**src/rtl/aquaflex_route_seq.sv**
```systemverilog
// aquaflex_route_seq: timed flow-route sequencer (load -> mix -> drain).
// Each accepted request opens the selected inlet with pump A, runs the
// mixer, then opens the selected outlet with pump C, with one idle gap
// cycle between phases so that no two phases ever drive actuators back
// to back.
// Optional build macro: AQUAFLEX_FLUSH_EN adds GAP0 + FLUSH after DRAIN.
//
// Request handshake: a request transfers on a rising edge where
// req_valid && req_ready. req_ready is high in IDLE and in DONE (unless
// abort is asserted in that DONE cycle). The select fields and
// req_mix_cyc are captured on that edge; all request inputs are ignored
// at any other time. A request with an out-of-range select is consumed
// but not started and pulses err in the following cycle.
//
// Actuator outputs, busy and done are registered and are a pure decode of
// the state being entered, so they line up exactly with the state register.
// dbg_state exposes the current FSM state for checkers.
module aquaflex_route_seq #(
   parameter int N_IN      = 5,
   parameter int N_OUT     = 3,
   parameter int TW        = 16,
   parameter int LOAD_CYC  = 4,
   parameter int DRAIN_CYC = 6,
   parameter int FLUSH_CYC = 8
) (
   input  logic                     clk,
   input  logic                     rst_n,
   input  logic                     req_valid,
   output logic                     req_ready,
   input  logic [$clog2(N_IN)-1:0]  req_in_sel,
   input  logic [$clog2(N_OUT)-1:0] req_out_sel,
   input  logic [TW-1:0]            req_mix_cyc,
   input  logic                     abort,
   output logic [N_IN-1:0]          in_valve,
   output logic [N_OUT-1:0]         out_valve,
   output logic                     pump_a_en,
   output logic                     mixer_en,
   output logic                     pump_c_en,
   output logic                     busy,
   output logic                     done,
   output logic                     err,
   output logic [3:0]               dbg_state
);

   localparam int IW = $clog2(N_IN);
   localparam int OW = $clog2(N_OUT);

   typedef enum logic [3:0] {
      S_IDLE  = 4'd0,
      S_LOAD  = 4'd1,
      S_GAP1  = 4'd2,
      S_MIX   = 4'd3,
      S_GAP2  = 4'd4,
      S_DRAIN = 4'd5,
`ifdef AQUAFLEX_FLUSH_EN
      S_GAP0  = 4'd7,
      S_FLUSH = 4'd8,
`endif
      S_DONE  = 4'd6
   } state_t;

   state_t          state_q, state_d;
   logic [TW-1:0]   timer_q, timer_d;
   logic [IW-1:0]   in_sel_q, in_sel_d;
   logic [OW-1:0]   out_sel_q, out_sel_d;
   logic [TW-1:0]   mix_q, mix_d;
   logic            err_d;
   logic            accept;
   logic            sel_bad;
   logic            timer_zero;

   logic [N_IN-1:0]  in_valve_d;
   logic [N_OUT-1:0] out_valve_d;
   logic             pump_a_d, mixer_d, pump_c_d, busy_d, done_d;

   // An abort in the DONE cycle wins over a new request.
   assign req_ready  = (state_q == S_IDLE) || ((state_q == S_DONE) && !abort);
   assign accept     = req_valid && req_ready;
   assign sel_bad    = (int'(req_in_sel) >= N_IN) || (int'(req_out_sel) >= N_OUT);
   assign timer_zero = (timer_q == '0);
   assign dbg_state  = state_q;

   // Next-state, timer and capture logic, followed by actuator decode of the next state.
   always_comb begin
      state_d     = state_q;
      timer_d     = timer_q;
      in_sel_d    = in_sel_q;
      out_sel_d   = out_sel_q;
      mix_d       = mix_q;
      err_d       = 1'b0;
      in_valve_d  = '0;
      out_valve_d = '0;
      pump_a_d    = 1'b0;
      mixer_d     = 1'b0;
      pump_c_d    = 1'b0;
      busy_d      = 1'b0;
      done_d      = 1'b0;

      case (state_q)
         S_IDLE, S_DONE: begin
            state_d = S_IDLE;
            if (accept) begin
               if (sel_bad) begin
                  err_d = 1'b1;
               end else begin
                  state_d   = S_LOAD;
                  timer_d   = TW'(LOAD_CYC - 1);
                  in_sel_d  = req_in_sel;
                  out_sel_d = req_out_sel;
                  mix_d     = req_mix_cyc;
               end
            end
         end
         S_LOAD: begin
            if (timer_zero) state_d = S_GAP1;
            else            timer_d = timer_q - TW'(1);
         end
         S_GAP1: begin
            // A zero-length mix skips MIX and its trailing gap entirely.
            if (mix_q == '0) begin
               state_d = S_DRAIN;
               timer_d = TW'(DRAIN_CYC - 1);
            end else begin
               state_d = S_MIX;
               timer_d = mix_q - TW'(1);
            end
         end
         S_MIX: begin
            if (timer_zero) state_d = S_GAP2;
            else            timer_d = timer_q - TW'(1);
         end
         S_GAP2: begin
            state_d = S_DRAIN;
            timer_d = TW'(DRAIN_CYC - 1);
         end
         S_DRAIN: begin
            if (timer_zero) begin
`ifdef AQUAFLEX_FLUSH_EN
               state_d = S_GAP0;
`else
               state_d = S_DONE;
`endif
            end else begin
               timer_d = timer_q - TW'(1);
            end
         end
`ifdef AQUAFLEX_FLUSH_EN
         S_GAP0: begin
            state_d = S_FLUSH;
            timer_d = TW'(FLUSH_CYC - 1);
         end
         S_FLUSH: begin
            if (timer_zero) state_d = S_DONE;
            else            timer_d = timer_q - TW'(1);
         end
`endif
         default: state_d = S_IDLE;
      endcase

      // Abort takes effect on the next edge from any active state.
      if (abort && (state_q != S_IDLE)) state_d = S_IDLE;

      busy_d = (state_d != S_IDLE);
      done_d = (state_d == S_DONE);
      case (state_d)
         S_LOAD: begin
            in_valve_d = N_IN'(1) << in_sel_d;
            pump_a_d   = 1'b1;
         end
         S_MIX: mixer_d = 1'b1;
         S_DRAIN: begin
            out_valve_d = N_OUT'(1) << out_sel_d;
            pump_c_d    = 1'b1;
         end
`ifdef AQUAFLEX_FLUSH_EN
         S_FLUSH: begin
            // Buffer inlet through to the outlet: the only phase with both pumps on.
            in_valve_d  = N_IN'(1);
            out_valve_d = N_OUT'(1) << out_sel_d;
            pump_a_d    = 1'b1;
            pump_c_d    = 1'b1;
         end
`endif
         default: ;
      endcase
   end

   // State, timer, captured request and registered outputs.
   always_ff @(posedge clk or negedge rst_n) begin
      if (!rst_n) begin
         state_q   <= S_IDLE;
         timer_q   <= '0;
         in_sel_q  <= '0;
         out_sel_q <= '0;
         mix_q     <= '0;
         err       <= 1'b0;
         in_valve  <= '0;
         out_valve <= '0;
         pump_a_en <= 1'b0;
         mixer_en  <= 1'b0;
         pump_c_en <= 1'b0;
         busy      <= 1'b0;
         done      <= 1'b0;
      end else begin
         state_q   <= state_d;
         timer_q   <= timer_d;
         in_sel_q  <= in_sel_d;
         out_sel_q <= out_sel_d;
         mix_q     <= mix_d;
         err       <= err_d;
         in_valve  <= in_valve_d;
         out_valve <= out_valve_d;
         pump_a_en <= pump_a_d;
         mixer_en  <= mixer_d;
         pump_c_en <= pump_c_d;
         busy      <= busy_d;
         done      <= done_d;
      end
   end

endmodule

```
**config.mk**
```make
export PLATFORM = sky130hd
export DESIGN_NAME = aquaflex_route_seq
export DESIGN_NICKNAME = d
export VERILOG_FILES = /design/src/rtl/aquaflex_route_seq.sv
export SDC_FILE = /design/constraint.sdc
export NUM_CORES = 1
export LEC_CHECK = 0
export CAP_MARGIN = 30
export CORE_ASPECT_RATIO = 0.5
export CORE_MARGIN = 4
export CORE_UTILIZATION = 40
export DETAILED_ROUTE_END_ITERATION = 6
export GPL_ROUTABILITY_DRIVEN = 0
export PLACE_DENSITY = 0.65
export SLEW_MARGIN = 10
export SYNTH_ARGS = -nofsm -noshare
export SYNTH_HDL_FRONTEND = slang
export SYNTH_SLANG_ARGS = --single-unit
```
**constraint.sdc**
```tcl
create_clock -name clk -period 2.8 [get_ports clk]
set_clock_uncertainty 0.2 [all_clocks]
set_input_delay 0.56 -clock clk [delete_from_list [all_inputs] [get_ports clk]]
set_output_delay 0.56 -clock clk [all_outputs]
set_load 0.1 [all_outputs]
```
# [Yosys cells after proc, flatten, opt, wreduce, memory -nomap -nowiden]
# Index checks and enable logic that the tools add are counted.
[word_totals] word_cells=76 regBits=55 input_bits=25
[classes] n_eq_ne=13 bitwise=1 n_lt_le_gt_ge=2 n_addsub=2 n_reduce_logical=16 n_mux=27 shifts=2
[ops] operator="$mux 16" count=4
[ops] operator="$pmux 16 s4" count=1
[ops] operator="$logic_not 16->1" count=2
[ops] operator="$sub 16x1->16 const B" count=2
[ops] operator="$pmux 4 s6" count=1
[ops] operator="$eq 4x3->1 const B" count=5
[ops] operator="$mux 4" count=4
[ops] operator="$mux 3" count=5
[ops] operator="$eq 4x2->1 const B" count=3
[ops] operator="$reduce_bool 4->1" count=3
[ops] operator="$eq 4x1->1 const B" count=2
[ops] operator="$mux 1" count=8
[ops] operator="$mux 2" count=3
[ops] operator="$ne 2x2->1 const B" count=3
[ops] operator="$mux 5" count=1
[ops] operator="$shl 1x3->5 const A" count=1
[ops] operator="$logic_not 4->1" count=1
[ops] operator="$reduce_and 4->1" count=1
[ops] operator="$ge 3x3->1 const B" count=1
[ops] operator="$logic_and 1x1->1" count=3
[ops] operator="$reduce_and 3->1" count=1
[ops] operator="$reduce_or 3->1" count=1
[ops] operator="$shl 1x2->3 const A" count=1
[ops] operator="$ge 2x2->1 const B" count=1
[ops] operator="other kinds (4)" count=5

# [Longest topological paths before layout]
[logic_depth] ltp_word=9 ltp_mapped=8 mapped_depth_nobuf=7

# [Least setup slack after synthesis]
# No wires, ideal clock.
[synth_path] kind="register to output" from="reg state_q[1] (netlist: dbg_state[1])" to="out req_ready" required_time_ns=2.040 slack_ns=-1.461 path_stages_with_launch=5 arrival_time_ns=3.501 path_cell_list="dfrtp_1 > buf_2 > and3b_1 > nor2_1 > nor3_1"
[synth_between] elab_chain_cells=3 word_cells_on_any_way=4 cone_classes="eq/ne: 1; reduce/logical: 3"
[synth_lines] item="from (decl)" line_no="62" text="state_t state_q, state_d;"
[synth_lines] item="from (signal assigned)" line_no="205" text="state_q <= state_d;"
[synth_lines] item="$eq 4x3->1" line_no="77" text="assign req_ready = (state_q == S_IDLE) || ((state_q == S_DONE) && !abort);"
[synth_lines] item="$logic_and 1x1->1" line_no="77"
[synth_lines] item="$logic_or 1x1->1 (*)" line_no="77"
[synth_lines] item="to (decl)" line_no="29" text="output logic req_ready,"
# Every way passes the cells marked *; elsewhere a longest branch is shown, timed or not.

# [Worst setup path after layout]
[layout_path] from="reg timer_q[0]" to="reg timer_q[14]"
[layout_between] elab_chain_cells=3 word_cells_on_any_way=6 cone_classes="add/sub: 1; eq/ne: 1; mux: 2; reduce/logical: 2"
[layout_lines] item="from (decl)" line_no="63" text="logic [TW-1:0] timer_q, timer_d;"
[layout_lines] item="from (signal assigned)" line_no="206" text="timer_q <= timer_d;"
[layout_lines] item="$sub 16x1->16 / $logic_not 16->1 (equally long branches)"
[layout_lines] item="$mux 16 / $ne 2x2->1 (equally long branches)"
[layout_lines] item="$pmux 16 s4 / $reduce_and 4->1 (equally long branches)"
# Several ways; a longest one is shown, not always the timed one. The select of a mux whose other input is x is not followed.
# A chain may end at the register's enable or synchronous reset.

==> flow_summary.ini <==
[cts]
cts_hold_buf = 0
htree_num_levels = 2
clk_latency_ps = 300
clk_pin_slew_ps = 80
clk_path_buf_depth = 2
cts_tree = yes
cts_buffers = 5
cts_root_buffer = clkbuf_16
clock_sinks = 55

[synth]
yosys_register_bits = 55
yosysUniqueCellTypes = 60
synth_edf_count = 0
netlist_area_um2 = 3030
synthFlopType = dfrtp_1
ys_seq_area_share_pct = 45.4
syn_inst = 331
synth_warnings = 0
async_flop_share_pct = 100
syn_nets = 360
synth.avg_cell_area_um2 = 9.15

[final_layout]
final_nets = 410
fillerInstances = 674
multi_input_area_um2 = 1560
seqCellArea_um2 = 1380
antenna_cells = 0
fin_area_um2 = 3750
drive_gt1_share_pct = 17.0
syn_to_final_growth_pct = 24.0

[die]
die_y_um = 69.5
row_count = 22
die_w_um = 131
ios = 44
core_um2 = 7350
start_util_pct = 41.2
die_area_um2 = 9110

[placed_design]
pre_cts_ws_ps = 4.03
dp_hpwl_um = 5750
portBuffers = 43
dpl_cell_area_um2 = 3600

[sta]
relSlewSlack_pct = 52.7
timing.final.crit_share_pct = 94.3
rsz0062_at_grt = no
fin_setup_tns_ps = 0
fin_crit_ps = 2640
fmax_mhz = 379
setup_slack_ps = 160
drv_slew = 0
tightest_slew_ps = 709
timing_hold_violations_final = 0
setup_violations = 0

[critical_path]
worstPathArrival_ps = 2630
worst_setup_path_end_kind = flip-flop
reg2regPathDepth = 7
cp.required_ps = 2790
critPathMaxFanout = 5
worst_r2r_endpoint = timer_q[14]
r2r-start = timer_q[0]
r2r_setup_slack_ps = 160
crit_chain = inv_1, ha_1, or3b_2, or4_4, nor3b_1, o221a_2, o22ai_1
critPathTopFamily = simple AND/OR/NAND/NOR gates
path_buf_inv = 1
max_stage_delay_ps = 530
crit_type = flip-flop to flip-flop
startpoint_type = flip-flop
critPathSlowestCell = or3b_2

[global_routing]
antenna_found_initial = 0
grt_pass1_vias = 2613
grt_pass1_wl_um = 13300
gr-total-overflow = 0
grt_max_degree = 56
track_usage_pct = 18.4

[routing]
wl_um = 7850
drt_iter0_drc = 313
drc = 0
firstDrtPassIters = 5
num_vias = 2709
ant_nets = 0
wl_per_cell_um = 16.4
viasPerCell = 5.67

[power]
power.density_nw_per_um2 = 563
leakagePower_uw = 0.00168
p_total_uw = 2110
max-vdd-ir-drop_mv = 0.285

[hold_path]
hold_class = input port to asynchronous set/reset pin

[status]
status = completed

[flow_run]
maxCapViolCount = 0
## layer usage
layer	track usage, %	routed length [um]
met2	26.0	3420
met4	4.68	92
met3	3.77	529
met5	0	0
met1	28.5	3800
## stage by stage
step	util [%]	std cells	hold slack [ps]
after global placement	48.9	470	297
after detailed placement	48.9	470	301
after floorplan	-	331	64.4
after CTS	51.1	478	222
after global routing	51.1	478	255
final	51.1	478	178
## how the worst max path moves through the flow
stage	from	slack, ps	to	cells past startpoint
floorplan	dbg_state[1]	30	req_ready	4
global placement	abort	120	out_valve[2]	6
detailed placement	abort	4	out_valve[2]	6
CTS	timer_q[0]	180	timer_q[14]	7
global route	timer_q[0]	20	timer_q[14]	7
finish	timer_q[0]	160	timer_q[14]	7
## synthesized netlist by cell type (2+ instances only)
library cell,number,share of area [%]
a21oi_1,13,2.1
a22o_1,7,2.0
a2bb2oi_1,5,1.4
a31oi_1,2,0.41
and4_1,2,0.58
buf_2,7,1.2
clkbuf_1,7,0.87
dfrtp_1,55,45
ha_1,4,1.7
inv_1,10,1.2
mux2i_1,4,1.3
nand2_1,62,7.7
nand2b_1,2,0.41
nand3_1,6,0.99
nand3b_1,2,0.50
nand4_1,5,1.0
nor2_1,20,2.5
nor2b_1,3,0.62
nor3_1,16,2.6
nor3b_1,2,0.50
nor4_1,7,1.4
o21ai_0,17,2.8
o221a_2,2,0.74
o22ai_1,15,3.1
o31ai_1,2,0.50
o32a_1,2,0.66
o32ai_2,2,1.1
or2_2,2,0.41
or3_1,4,0.83
or4_1,3,0.74
or4_4,2,0.74
xnor2_1,5,1.4
xor2_1,7,2.0
## area by class of cell
class / count / area share (%)
multi-input combinational: 251 / 41.5
sequential: 55 / 36.7
timing repair buffer: 58 / 13.4
clock buffer: 5 / 3.33
tap: 96 / 3.20
inverter: 10 / 1.00
clock inverter: 3 / 0.833
## what timing repair did
| action | CTS | global route |
|---|---|---|
| setup buffers | 0 | 0 |
| hold endpoints to repair | 0 | 0 |
| endpoints found under the setup margin | 0 | 2 |
| resized for setup | 0 | 1 |
## report_power, final
group          total (uW)  internal, uW  switching (uW)
Clock                 673           347             326
Combinational         463           197             267
Sequential            979           873             106
## kinds of logic after synthesis
logic type,Yosys count,share of synthesized area [%]
multiplexers,5,1.69
flip-flops,55,45.4
XOR/XNOR,12,3.47
AO/OA/AOI/OAI,80,18.5
AND/OR/NAND/NOR,149,25.5
buffers and inverters,25,3.64
adder cells (fa/ha/maj),4,1.65
other,1,0.124
## registers in the layout (all words and copies together), names as in the netlist
signal     flops
mix_q         16
timer_q       16
in_valve       5
dbg_state      4
in_sel_q       3
out_valve      3
out_sel_q      2
busy           1
done           1
err            1
mixer_en       1
pump_a_en      1
pump_c_en      1
## placed cells by master, fill, tap and decap left out, types with 4 or more instances in the layout
cell type	synthesis	final
nor3_1	16	15
buf_4	0	33
a22o_1	7	7
clkdlybuf4s50_1	0	23
nand3_1	6	6
xnor2_1	5	5
ha_1	4	4
mux2i_1	4	4
xor2_1	7	7
inv_1	10	10
nand4_1	5	5
o21ai_0	17	17
o22ai_1	15	15
nor4_1	7	7
dfrtp_1	55	53
nor2_1	20	18
a21oi_1	13	13
or3_1	4	4
nand2_1	62	62
clkbuf_16	0	5
a2bb2oi_1	5	5
(Power assumes the default switching activity.)
